[config.mk]
export PLATFORM = sky130hd
export DESIGN_NAME = ifu_fetch
export DESIGN_NICKNAME = d
export VERILOG_FILES = /design/src/rtl/ifu_fetch.sv
export SDC_FILE = /design/constraint.sdc
export NUM_CORES = 1
export LEC_CHECK = 0
export CAP_MARGIN = 25
export CORE_AREA = 2 2 120 87
export CTS_BUF_LIST = sky130_fd_sc_hd__clkbuf_4 sky130_fd_sc_hd__clkbuf_8 sky130_fd_sc_hd__clkbuf_16
export DETAILED_ROUTE_END_ITERATION = 10
export DIE_AREA = 0 0 122 89
export GPL_TIMING_DRIVEN = 0
export PLACE_DENSITY = 0.78
export SLEW_MARGIN = 40
export SYNTH_ARGS = -nofsm -noshare
export SYNTH_HDL_FRONTEND = slang
export SYNTH_SLANG_ARGS = --single-unit
[constraint.sdc]
create_clock -name clk -period 1.65 [get_ports clk]
set_clock_uncertainty 0.15 [all_clocks]
set_input_delay 0.495 -clock clk [delete_from_list [all_inputs] [get_ports clk]]
set_output_delay 0.495 -clock clk [all_outputs]
set_load 0.02 [all_outputs]
[src/rtl/ifu_fetch.sv]
// ifu_fetch: fetches the instruction at pc_i over a req/gnt/rvalid bus into a one-entry valid/ready buffer.
// Ports: clk, rst_n (async active-low); pc_i, jump_flag_i, hold_req_o to/from the PC register;
//   ibus_req_o/ibus_addr_o/ibus_gnt_i/ibus_rvalid_i/ibus_rdata_i instruction bus;
//   inst_valid_o/inst_o/inst_addr_o/inst_fault_o/inst_ready_i decode-side buffer.
// Optional: IFU_MISALIGN_CHK_EN turns misaligned PCs into a fault entry instead of a bus fetch.
module ifu_fetch #(
  parameter int AW = 32,
  parameter int DW = 32,
  parameter int ALIGN_LSB = 2
) (
  input  logic          clk,
  input  logic          rst_n,
  input  logic [AW-1:0] pc_i,
  input  logic          jump_flag_i,
  output logic          hold_req_o,
  output logic          ibus_req_o,
  output logic [AW-1:0] ibus_addr_o,
  input  logic          ibus_gnt_i,
  input  logic          ibus_rvalid_i,
  input  logic [DW-1:0] ibus_rdata_i,
  output logic          inst_valid_o,
  output logic [DW-1:0] inst_o,
  output logic [AW-1:0] inst_addr_o,
  output logic          inst_fault_o,
  input  logic          inst_ready_i
);
  typedef enum logic {REQ, WAIT} state_t;
`ifdef IFU_MISALIGN_CHK_EN
  localparam logic CHK = 1'b1;
`else
  localparam logic CHK = 1'b0;
`endif
  state_t state, state_d;
  logic kill, kill_d;
  logic [AW-1:0] addr_q;
  logic space, mis, fault_ld, rsp_ld, load, pop;
  // A request is only issued when the buffer is empty or draining, so the response always fits.
  assign space = !inst_valid_o | inst_ready_i;
  assign mis = CHK & (pc_i[ALIGN_LSB-1:0] != '0);
  assign ibus_req_o = (state == REQ) & space & !jump_flag_i & !mis;
  assign ibus_addr_o = pc_i;
  assign hold_req_o = !(ibus_req_o & ibus_gnt_i) & !jump_flag_i;
  assign fault_ld = (state == REQ) & space & !jump_flag_i & mis;
  assign rsp_ld = (state == WAIT) & ibus_rvalid_i & !kill & !jump_flag_i;
  assign load = rsp_ld | fault_ld;
  assign pop = inst_valid_o & inst_ready_i;
  // kill marks the outstanding response as belonging to a flushed path.
  always_comb begin
    state_d = state;
    kill_d = kill;
    if (state == REQ) state_d = (ibus_req_o & ibus_gnt_i) ? WAIT : REQ;
    else begin
      state_d = ibus_rvalid_i ? REQ : WAIT;
      kill_d = ibus_rvalid_i ? 1'b0 : (kill | jump_flag_i);
    end
  end
  always_ff @(posedge clk or negedge rst_n)
    if (!rst_n) begin
      state <= REQ;
      kill <= 1'b0;
      addr_q <= '0;
    end else begin
      state <= state_d;
      kill <= kill_d;
      if (ibus_req_o & ibus_gnt_i) addr_q <= pc_i;
    end
  always_ff @(posedge clk or negedge rst_n)
    if (!rst_n) begin
      inst_valid_o <= 1'b0;
      inst_o <= '0;
      inst_addr_o <= '0;
    end else if (jump_flag_i) inst_valid_o <= 1'b0;
    else if (load) begin
      inst_valid_o <= 1'b1;
      inst_o <= fault_ld ? '0 : ibus_rdata_i;
      inst_addr_o <= fault_ld ? pc_i : addr_q;
    end else if (pop) inst_valid_o <= 1'b0;
`ifdef IFU_MISALIGN_CHK_EN
  always_ff @(posedge clk or negedge rst_n)
    if (!rst_n) inst_fault_o <= 1'b0;
    else if (jump_flag_i) inst_fault_o <= 1'b0;
    else if (load) inst_fault_o <= fault_ld;
    else if (pop) inst_fault_o <= 1'b0;
`else
  assign inst_fault_o = 1'b0;
`endif
endmodule

==> impl_metrics.py, run 1 <==
metrics = {
    "setup_path": {
        "slowest_delay_ps": 230,
        "r2r_slack_ps": -200,
        "reg2reg_depth": 8,
        "reg2reg_from": "state",
        "crit_chain": "dlygate4sd2_1 > nand2b_4 > and2_4 > a21oi_4 > buf_6",
        "crit_type": "input port to output port",
        "critPathRequiredTime_ps": 1000,
        "start_kind": "input port",
        "cp_data_arrival_time_ps": 1260,
        "worstPathMaxFanout": 2,
        "r2r-end": "inst_o[11]",
        "endpoint_kind": "output port",
        "slowest_stage": "dlygate4sd2_1",
    },
    "route": {
        "drc_errors": 0,
        "drt-total-wl_mm": 9.49,
        "dr.pass1.iters": 4,
        "vias": 2683,
        "vias_per_cell": 4.61,
        "wl_per_cell_microns": 16.3,
        "drt-initial-drc-count": 65,
        "drtAntennaViolNets": 0,
    },
    "sta": {
        "setup_slack_ps": -253,
        "finalCritPeriodShare": 1.15,
        "fin_tns_setup_ps": -7510,
        "grt_setup_unrepaired": "true",
        "report.final.slew_viol_count": 0,
        "finalHoldViolations": 0,
        "period_minus_slack_ps": 1900,
        "max_freq_ghz": 0.525,
        "setup_viol": 86,
    },
    "synthesis": {
        "syn-num-nets": 321,
        "syn_area_per_cell_sq_um": 15.9,
        "synth_seq_cells": 99,
        "syn_area_sq_um": 3980,
        "syn-instance-count": 251,
        "seq_area_frac_synth": 0.622,
        "yosys_warnings": 0,
        "yosysTopAreaCellShare": 0.622,
        "yosysUniqueCellTypes": 17,
        "yosys.area.top_type": "dfrtp_1",
        "synth_area_leaders": "dfrtp_1 (62%), mux2_1 (14%), mux2_2 (13%), buf_4 (6.4%), buf_6 (2.3%)",
    },
    "die": {
        "initial_core_util": 0.416,
        "io_pins": 170,
        "fp.dieH_microns": 89,
        "rows": 30,
        "die_w_microns": 122,
        "core_sq_um": 9570,
        "dieArea_sq_um": 10900,
    },
    "hold_path": {
        "hp-start": "inst_o[13]",
        "min_to": "inst_o[13]",
        "holdCritPathClass": "register to register",
        "hold_depth": 1,
    },
    "clock_tree": {
        "cts.htree.levels": 3,
        "cts_tree": "built",
        "root_buffer": "clkbuf_16",
        "cts_num_sinks": 99,
        "insertion_delay_ps": 330,
        "clkTransAtPathRegs_ps": 60,
        "clockBufferDepth": 2,
        "numCtsBuffers": 9,
    },
    "finish": {
        "syn2layout_area_growth_pct": 63.0,
        "final_nets": 520,
        "antenna_cells": 0,
        "finalInstanceArea_sq_um": 6490,
        "nFillCells": 720,
        "drive_above_1_share": 0.617,
    },
    "global_routing": {
        "grt.total_usage": 0.183,
        "grt_max_degree": 77,
        "antenna_found_initial": 0,
        "grt-ovfl-total": 0,
        "grt_pass1_wl_mm": 15.2,
        "grt_pass1_vias": 2949,
    },
    "placed_design": {
        "routabilityCongestion": 0.703,
        "place_area_sq_um": 5880,
        "portBuffers": 168,
        "dpl.hpwl_mm": 6.39,
        "place_ws_ps": -1120,
    },
    "status": {
        "violations": "setup timing",
        "status": "finished, violations left",
    },
    "job": {
        "cap_viol_max_count": 0,
    },
    "power_and_ir_drop": {
        "irDropWorstVdd_mv": 0.780,
        "p_leak_nw": 3.06,
        "powerDensity_nw_per_um2": 1510,
    },
}
-- sequential cells by signal, summed over array words and instances, names as in the netlist --
register      count
inst_valid_o      1
state             1
addr_q           32
kill              1
inst_addr_o      32
inst_o           32
-- metal layers --
layer,part of all wire,vias up,GRT usage
li1,-,1222,-
met1,0.41,1359,0.222
met2,0.51,93,0.315
met3,0.077,9,0.0695
met4,0.0083,0,0.0439
met5,0,-,0
-- cells in the final DEF, fill, tap and decap left out, drive strengths merged, types with 3 or more instances in the layout --
master and count:
a21oi 3, buf 145, clkbuf 13, clkdlybuf4s15 39, clkdlybuf4s50 33, clkinvlp 3, dfrtp 99, dlygate4sd2 12
mux2 96
-- cells by family after synthesis --
group           synth area share
buf+inv                   0.0889
mux                        0.271
other cells             0.000941
flops                      0.622
compound gates           0.00691
simple gates              0.0101
-- cell type report --
type,instances,area [sq um],area share
well taps,128,160,0.0247
repair buffers,189,1810,0.279
clock buffers,12,267,0.0410
inverters,1,3.75,0.000578
flip-flops and latches,99,2480,0.382
clock inverters,3,22.5,0.00347
plain buffers,42,383,0.0589
multi-input cells,108,1370,0.211
-- metrics by stage --
step / std cells / hold WS (ps) / utilization / power (mW)
after floorplan: 251 / 49.4 / - / 5.71
final: 582 / 340 / 0.679 / 9.78
after CTS: 580 / 347 / 0.699 / 10.2
after global routing: 582 / 360 / 0.679 / 10.3
after detailed placement: 548 / 199 / 0.614 / 7.89
after global placement: 547 / 314 / 0.611 / 7.75
-- cells in the mapped netlist --
cell type / number
conb_1: 1
inv_1: 1
mux2_2: 47
o21ai_0: 1
buf_2: 1
nand3_2: 1
dfrtp_1: 99
nand2b_1: 1
a21oi_1: 3
buf_6: 8
nor2_1: 1
buf_4: 34
nand2_1: 1
nor3_2: 1
mux2_1: 49
o21bai_1: 1
and2_1: 1
-- repair_timing --
item                       CTS  global route
hold endpoints to repair    23             0
setup endpoints to repair  196           157
resized for setup          500            79
gates cloned                 4             0
hold buffers                 1             0
pin swaps                    2             1
buffers inserted            12             3
-- worst max-delay path: cells and delay by family --
family	cells	cell delay, ps
buffers and inverters	2	360
AOI/OAI and AO/OA	1	140
and+or+nand+nor	2	270
-- where the power goes --
part	internal [mW]	switching, mW	total, mW	leakage (nW)
logic	2.02	1.88	3.90	1.74
clock network	1.14	0.857	1.99	0.133
registers	3.39	0.505	3.89	1.19
-- worst max-delay path by stage --
stage,start,endpoint,slack [ps]
floorplan,inst_ready_i,hold_req_o,20
global placement,rst_n,inst_o[15],-3660
detailed placement,jump_flag_i,hold_req_o,-1120
CTS,state,hold_req_o,-260
global route,state,hold_req_o,-270
finish,inst_ready_i,hold_req_o,-250
(Power assumes the default switching activity.)
==> run 2: changes to the inputs <==
--- a/config.mk
+++ b/config.mk
@@ -6,12 +6,14 @@
 export NUM_CORES = 1
 export LEC_CHECK = 0
 export CAP_MARGIN = 25
-export CORE_AREA = 2 2 120 87
+export CORE_AREA = 2 2 101 74
 export CTS_BUF_LIST = sky130_fd_sc_hd__clkbuf_4 sky130_fd_sc_hd__clkbuf_8 sky130_fd_sc_hd__clkbuf_16
 export DETAILED_ROUTE_END_ITERATION = 10
-export DIE_AREA = 0 0 122 89
+export DIE_AREA = 0 0 103 76
+export DONT_BUFFER_PORTS = 1
+export GPL_ROUTABILITY_DRIVEN = 0
 export GPL_TIMING_DRIVEN = 0
-export PLACE_DENSITY = 0.78
+export PLACE_DENSITY = 0.74
 export SLEW_MARGIN = 40
 export SYNTH_ARGS = -nofsm -noshare
 export SYNTH_HDL_FRONTEND = slang
==> run 2 against run 1 <==
Compared with the run above: sequential power grew 28%; final cell count shrank 35%; critical path depth shrank 2; the run ends with hold timing, setup timing left; global-route usage grew 0.39 points; combinational power shrank 69%; clock-buffer cell count shrank 2; critical endpoint unchanged; sequential cell count is the same; utilization shrank 0.48 points; non-clock buffer count shrank 172; sequential share of layout area grew 15 points; largest cell class unchanged.
==> impl_metrics.py, run 2 (synthesized netlist as in run 1, its figures left out) <==
metrics = {
    "status": {
        "status": "finished, violations left",
        "violations": "hold timing, setup timing",
    },
    "route": {
        "drtAntennaViolNets": 0,
        "drc_errors": 0,
        "drt-total-wl_mm": 7.09,
        "wl_per_cell_microns": 18.7,
        "routed-wl-met3_microns": 721,
        "met1_length_mm": 2.81,
        "drt-initial-drc-count": 46,
        "vias_per_cell": 5.35,
        "vias": 2032,
        "wl_met2_mm": 3.47,
        "route.top_layer_used": "met4",
        "dr.pass1.iters": 4,
    },
    "power_and_ir_drop": {
        "irDropWorstVdd_mv": 0.804,
        "p_leak_nw": 2.13,
        "powerDensity_nw_per_um2": 1690,
        "p_total_mw": 7.94,
    },
    "die": {
        "fp.dieH_microns": 76,
        "core_sq_um": 6960,
        "io_pins": 170,
        "rows": 26,
        "die_w_microns": 103,
        "initial_core_util": 0.572,
        "dieArea_sq_um": 7830,
    },
    "global_routing": {
        "grt_max_degree": 100,
        "grt_pass1_vias": 2094,
        "grt_pass1_wl_mm": 11.1,
        "antenna_found_initial": 0,
        "grt.total_usage": 0.187,
        "grt-ovfl-total": 0,
    },
    "finish": {
        "finalInstanceArea_sq_um": 4690,
        "syn2layout_area_growth_pct": 17.7,
        "instances_no_fill": 380,
        "drive_above_1_share": 0.489,
        "antenna_cells": 0,
        "reg_top3": "addr_q x32, inst_addr_o x32, inst_o x32",
        "final_nets": 348,
        "utilization": 0.674,
        "layout_common_cells": "dfrtp_1 (98), mux2_2 (47), buf_4 (42)",
        "final_common_cell": "dfrtp_1",
    },
    "sta": {
        "period_minus_slack_ps": 1880,
        "finalCritPeriodShare": 1.14,
        "timing.hold.ws_ps": -319,
        "finalHoldViolations": 99,
        "grt_setup_unrepaired": "true",
        "max_freq_ghz": 0.531,
        "setup_slack_ps": -234,
        "setup_viol": 85,
        "fin_tns_setup_ps": -8360,
        "report.final.slew_viol_count": 0,
    },
    "setup_path": {
        "reg2reg_from": "state",
        "worstPathMaxFanout": 2,
        "r2r_slack_ps": -160,
        "r2r-end": "inst_o[1]",
        "crit_type": "register to output port",
        "cp_data_arrival_time_ps": 1240,
        "startpoint": "inst_valid_o",
        "endpoint": "hold_req_o",
        "reg2reg_depth": 6,
        "endpoint_kind": "output port",
        "critPathRequiredTime_ps": 1000,
        "start_kind": "register",
    },
    "clock_tree": {
        "clkTransAtPathRegs_ps": 90,
        "cts_num_sinks": 99,
        "cts_tree": "built",
        "numCtsBuffers": 9,
        "root_buffer": "clkbuf_8",
        "clockBufferDepth": 2,
        "cts.htree.levels": 3,
        "insertion_delay_ps": 340,
    },
    "job": {
        "cap_viol_max_count": 0,
    },
    "placed_design": {
        "dpl.hpwl_mm": 4.86,
        "dp.cells": 349,
        "portBuffers": 0,
        "place_area_sq_um": 4130,
        "place_ws_ps": -75.6,
    },
    "hold_path": {
        "holdCritPathClass": "input port to asynchronous set/reset pin",
    },
}
[run 2: repair_timing]
action,in CTS,in global routing
endpoints found under the setup margin,18,95
pin swaps,0,0
gates resized for setup,21,7
gates cloned,5,1
setup buffers,8,4
hold endpoints to repair,99,99
[run 2: how the worst min path moves through the flow]
| stage | from | to | slack, ps | depth (start not counted) |
|---|---|---|---|---|
| floorplan | rst_n | addr_q[0] | 50 | 0 |
| global placement | rst_n | inst_addr_o[28] | 50 | 0 |
| detailed placement | rst_n | inst_addr_o[28] | 50 | 0 |
| CTS | rst_n | inst_addr_o[28] | -350 | 0 |
| global route | rst_n | addr_q[30] | -360 | 0 |
| finish | rst_n | inst_addr_o[28] | -320 | 0 |
[run 2: per-layer routing]
layer / up-vias / track usage
li1: 879 / -
met1: 1044 / 0.237
met2: 99 / 0.294
met3: 10 / 0.0780
met4: 0 / 0.0592
met5: - / 0
[run 2: area by class of cell]
class	count	area (sq um)
Buffer	43	379
Clock buffer	10	131
Clock inverter	5	103
Fill cell	502	2270
Inverter	1	3.75
Multi-Input combinational cell	108	1220
Sequential cell	99	2480
Tap cell	98	123
Timing Repair Buffer	16	253
[run 2: report_power, final]
group / internal, mW / switching, mW / total, mW / leakage, nW
Sequential: 3.38 / 1.58 / 4.96 / 1.19
Combinational: 0.814 / 0.386 / 1.20 / 0.825
Clock: 1.01 / 0.771 / 1.78 / 0.116
[run 2: critical path, stage by stage (launching register included)]
cell	delay, ps
dfrtp_2	460
nand2b_4	60
and2_4	170
a21oi_4	200
==> run 3: changes to the inputs <==
--- a/config.mk
+++ b/config.mk
@@ -5,11 +5,12 @@
 export SDC_FILE = /design/constraint.sdc
 export NUM_CORES = 1
 export LEC_CHECK = 0
+export ABC_AREA = 1
 export CAP_MARGIN = 25
-export CORE_AREA = 2 2 101 74
+export CORE_AREA = 2 2 105 76
 export CTS_BUF_LIST = sky130_fd_sc_hd__clkbuf_4 sky130_fd_sc_hd__clkbuf_8 sky130_fd_sc_hd__clkbuf_16
 export DETAILED_ROUTE_END_ITERATION = 10
-export DIE_AREA = 0 0 103 76
+export DIE_AREA = 0 0 107 78
 export DONT_BUFFER_PORTS = 1
 export GPL_ROUTABILITY_DRIVEN = 0
 export GPL_TIMING_DRIVEN = 0
==> run 3 against run 2 <==
Compared with the run above: the flow still finishes with violations (hold timing, setup timing); largest cell class unchanged; first-iteration DRC count increased to 5.5 times the previous value; critical path type unchanged; via count increased by 61%; sequential power decreased by 4.8%; clock-buffer cell count increased by 1.
==> impl_metrics.py, run 3 <==
metrics = {
    "sta": {
        "finalCritPeriodShare": 1.15,
        "setup_slack_ps": -241,
        "setup_viol": 2,
        "report.final.slew_viol_count": 0,
        "timing.hold.ws_ps": -327,
        "max_freq_ghz": 0.529,
        "grt_setup_unrepaired": "true",
        "period_minus_slack_ps": 1890,
        "finalHoldViolations": 99,
    },
    "die": {
        "dieArea_sq_um": 8350,
        "fp.dieH_microns": 78,
        "die_w_microns": 107,
        "rows": 26,
        "initial_core_util": 0.591,
        "core_sq_um": 7250,
        "io_pins": 170,
    },
    "synthesis": {
        "ys_top_cells_by_count": "nand2_1 (198), dfrtp_1 (99), nand3_1 (64)",
        "yosys_warnings": 0,
        "yosysUniqueCellTypes": 15,
        "seq_area_frac_synth": 0.578,
        "synthMuxAreaShare": 0,
        "syn-instance-count": 475,
        "synth_compound_area_frac": 0.00350,
        "syn_area_per_cell_sq_um": 9.02,
        "synth_top_family_by_area": "simple AND/OR/NAND/NOR gates",
        "syn_area_sq_um": 4290,
        "synth_fa_ha_area_frac": 0,
        "synth-simple-area-share": 0.302,
        "synth_edf_count": 0,
        "ys_async_sr_fraction": 1.00,
        "synth_area_leaders": "dfrtp_1 (58%), nand2_1 (17%), nand3_1 (7.5%), buf_4 (7.2%), nand4_1 (4.7%)",
        "yosysMostFrequentCell": "nand2_1",
        "ys.flop_type": "dfrtp_1",
        "syn-num-nets": 545,
        "yosys.area.top_type": "dfrtp_1",
        "synth_seq_cells": 99,
        "synth_xor_area_frac": 0,
        "yosysTopAreaCellShare": 0.578,
    },
    "power_and_ir_drop": {
        "irDropWorstVdd_mv": 0.713,
        "p_total_mw": 7.60,
        "powerDensity_nw_per_um2": 1600,
        "p_leak_nw": 2.59,
    },
    "route": {
        "vias_per_cell": 5.48,
        "drt-initial-drc-count": 255,
        "dr.pass1.iters": 5,
        "drc_errors": 0,
        "wl_per_cell_microns": 16.4,
        "drtAntennaViolNets": 0,
        "vias": 3263,
        "drt-total-wl_mm": 9.77,
    },
    "setup_path": {
        "critPathBufInv": 1,
        "crit_top_cell": "nand2_4",
        "slowest_delay_ps": 480,
        "crit_chain": "nand2_4 > buf_8 > nand2_4 > nor2_4",
        "crit_type": "register to output port",
        "worstPathMaxFanout": 3,
        "start_kind": "register",
        "slowest_stage": "dfrtp_2",
        "crit_family": "flip-flops",
        "critPathRequiredTime_ps": 1000,
        "cp_data_arrival_time_ps": 1250,
        "endpoint_kind": "output port",
    },
    "finish": {
        "final_common_cell": "nand2_1",
        "antenna_cells": 0,
        "nFillCells": 612,
        "layout_common_cells": "nand2_1 (195), dfrtp_1 (98), nand3_1 (64)",
        "drive_above_1_share": 0.191,
        "syn2layout_area_growth_pct": 10.6,
        "reg_top3": "addr_q x32, inst_addr_o x32, inst_o x32",
        "final_nets": 562,
    },
    "clock_tree": {
        "root_buffer": "clkbuf_8",
        "cts.htree.levels": 3,
        "cts_num_sinks": 99,
        "clockBufferDepth": 2,
        "insertion_delay_ps": 350,
        "clkTransAtPathRegs_ps": 90,
        "cts_tree": "built",
        "numCtsBuffers": 9,
    },
    "placed_design": {
        "dpl.hpwl_mm": 6.82,
        "portBuffers": 0,
    },
    "global_routing": {
        "grt.total_usage": 0.245,
        "grt_max_degree": 100,
        "grt_pass1_wl_mm": 15.9,
        "grt_pass1_vias": 3197,
        "antenna_found_initial": 0,
        "grt-ovfl-total": 0,
    },
    "hold_path": {
        "holdCritPathClass": "input port to asynchronous set/reset pin",
    },
    "status": {
        "status": "finished, violations left",
        "violations": "hold timing, setup timing",
    },
    "job": {
        "cap_viol_max_count": 0,
    },
}
[run 3: cell families (layout without fill, tap and decap cells)]
logic type,Yosys count,count (layout)
DFF,99,99
other,1,1
buffers and inverters,74,96
and+or+nand+nor,298,298
AOI/OAI and AO/OA,3,3
[run 3: repair_timing]
action / in CTS / in global routing
endpoints found under the hold margin: 99 / 99
pin swaps: 4 / 0
buffers inserted: 7 / 0
resized for setup: 6 / 3
setup endpoints to repair: 2 / 5
[run 3: final timing paths]
kind                         startpoint            to  slack, ps  depth (start not counted)
setup / recovery           inst_valid_o    ibus_req_o       -240                          4
setup reg to reg           inst_valid_o     addr_q[5]         80                          7
max in group asynchronous         rst_n     addr_q[8]       1500                          0
min in group clk            jump_flag_i  inst_valid_o         80                          1
hold reg to reg              addr_q[22]    addr_q[22]        330                          2
hold / removal                    rst_n    addr_q[26]       -330                          0
[run 3: final cells by class]
| cell class | count | area (sq um) | area share |
|---|---|---|---|
| Sequential cell | 99 | 2480 | 0.523 |
| Clock buffer | 11 | 139 | 0.0293 |
| Inverter | 7 | 26.3 | 0.00554 |
| Multi-Input combinational cell | 302 | 1340 | 0.284 |
| Clock inverter | 5 | 77.6 | 0.0164 |
| Timing Repair Buffer | 7 | 65.1 | 0.0137 |
| Buffer | 66 | 487 | 0.103 |
| Tap cell | 98 | 123 | 0.0259 |
[run 3: per-layer routing]
metal,vias to the layer above,part of all wire,track usage
li1,1533,-,-
met1,1568,0.40,0.302
met2,150,0.48,0.403
met3,12,0.10,0.0975
met4,0,0.012,0.0662
met5,-,0,0
[run 3: metrics by stage]
step                 util  setup TNS (ps)  area (sq um)  worst slack [ps]  instances
floorplan               -               0          4320              1.04        475
global placement    0.613            -153          4450             -88.2        573
detailed placement  0.613            -163          4450             -89.4        573
CTS                 0.652            -512          4730              -259        595
global route        0.653            -580          4740              -292        595
finish              0.653            -480          4740              -241        595
[run 3: power by group]
part           switching, mW  internal, mW  total [mW]
clock                  0.797         0.884        1.68
combinational          0.720         0.476        1.20
sequential              1.46          3.26        4.72
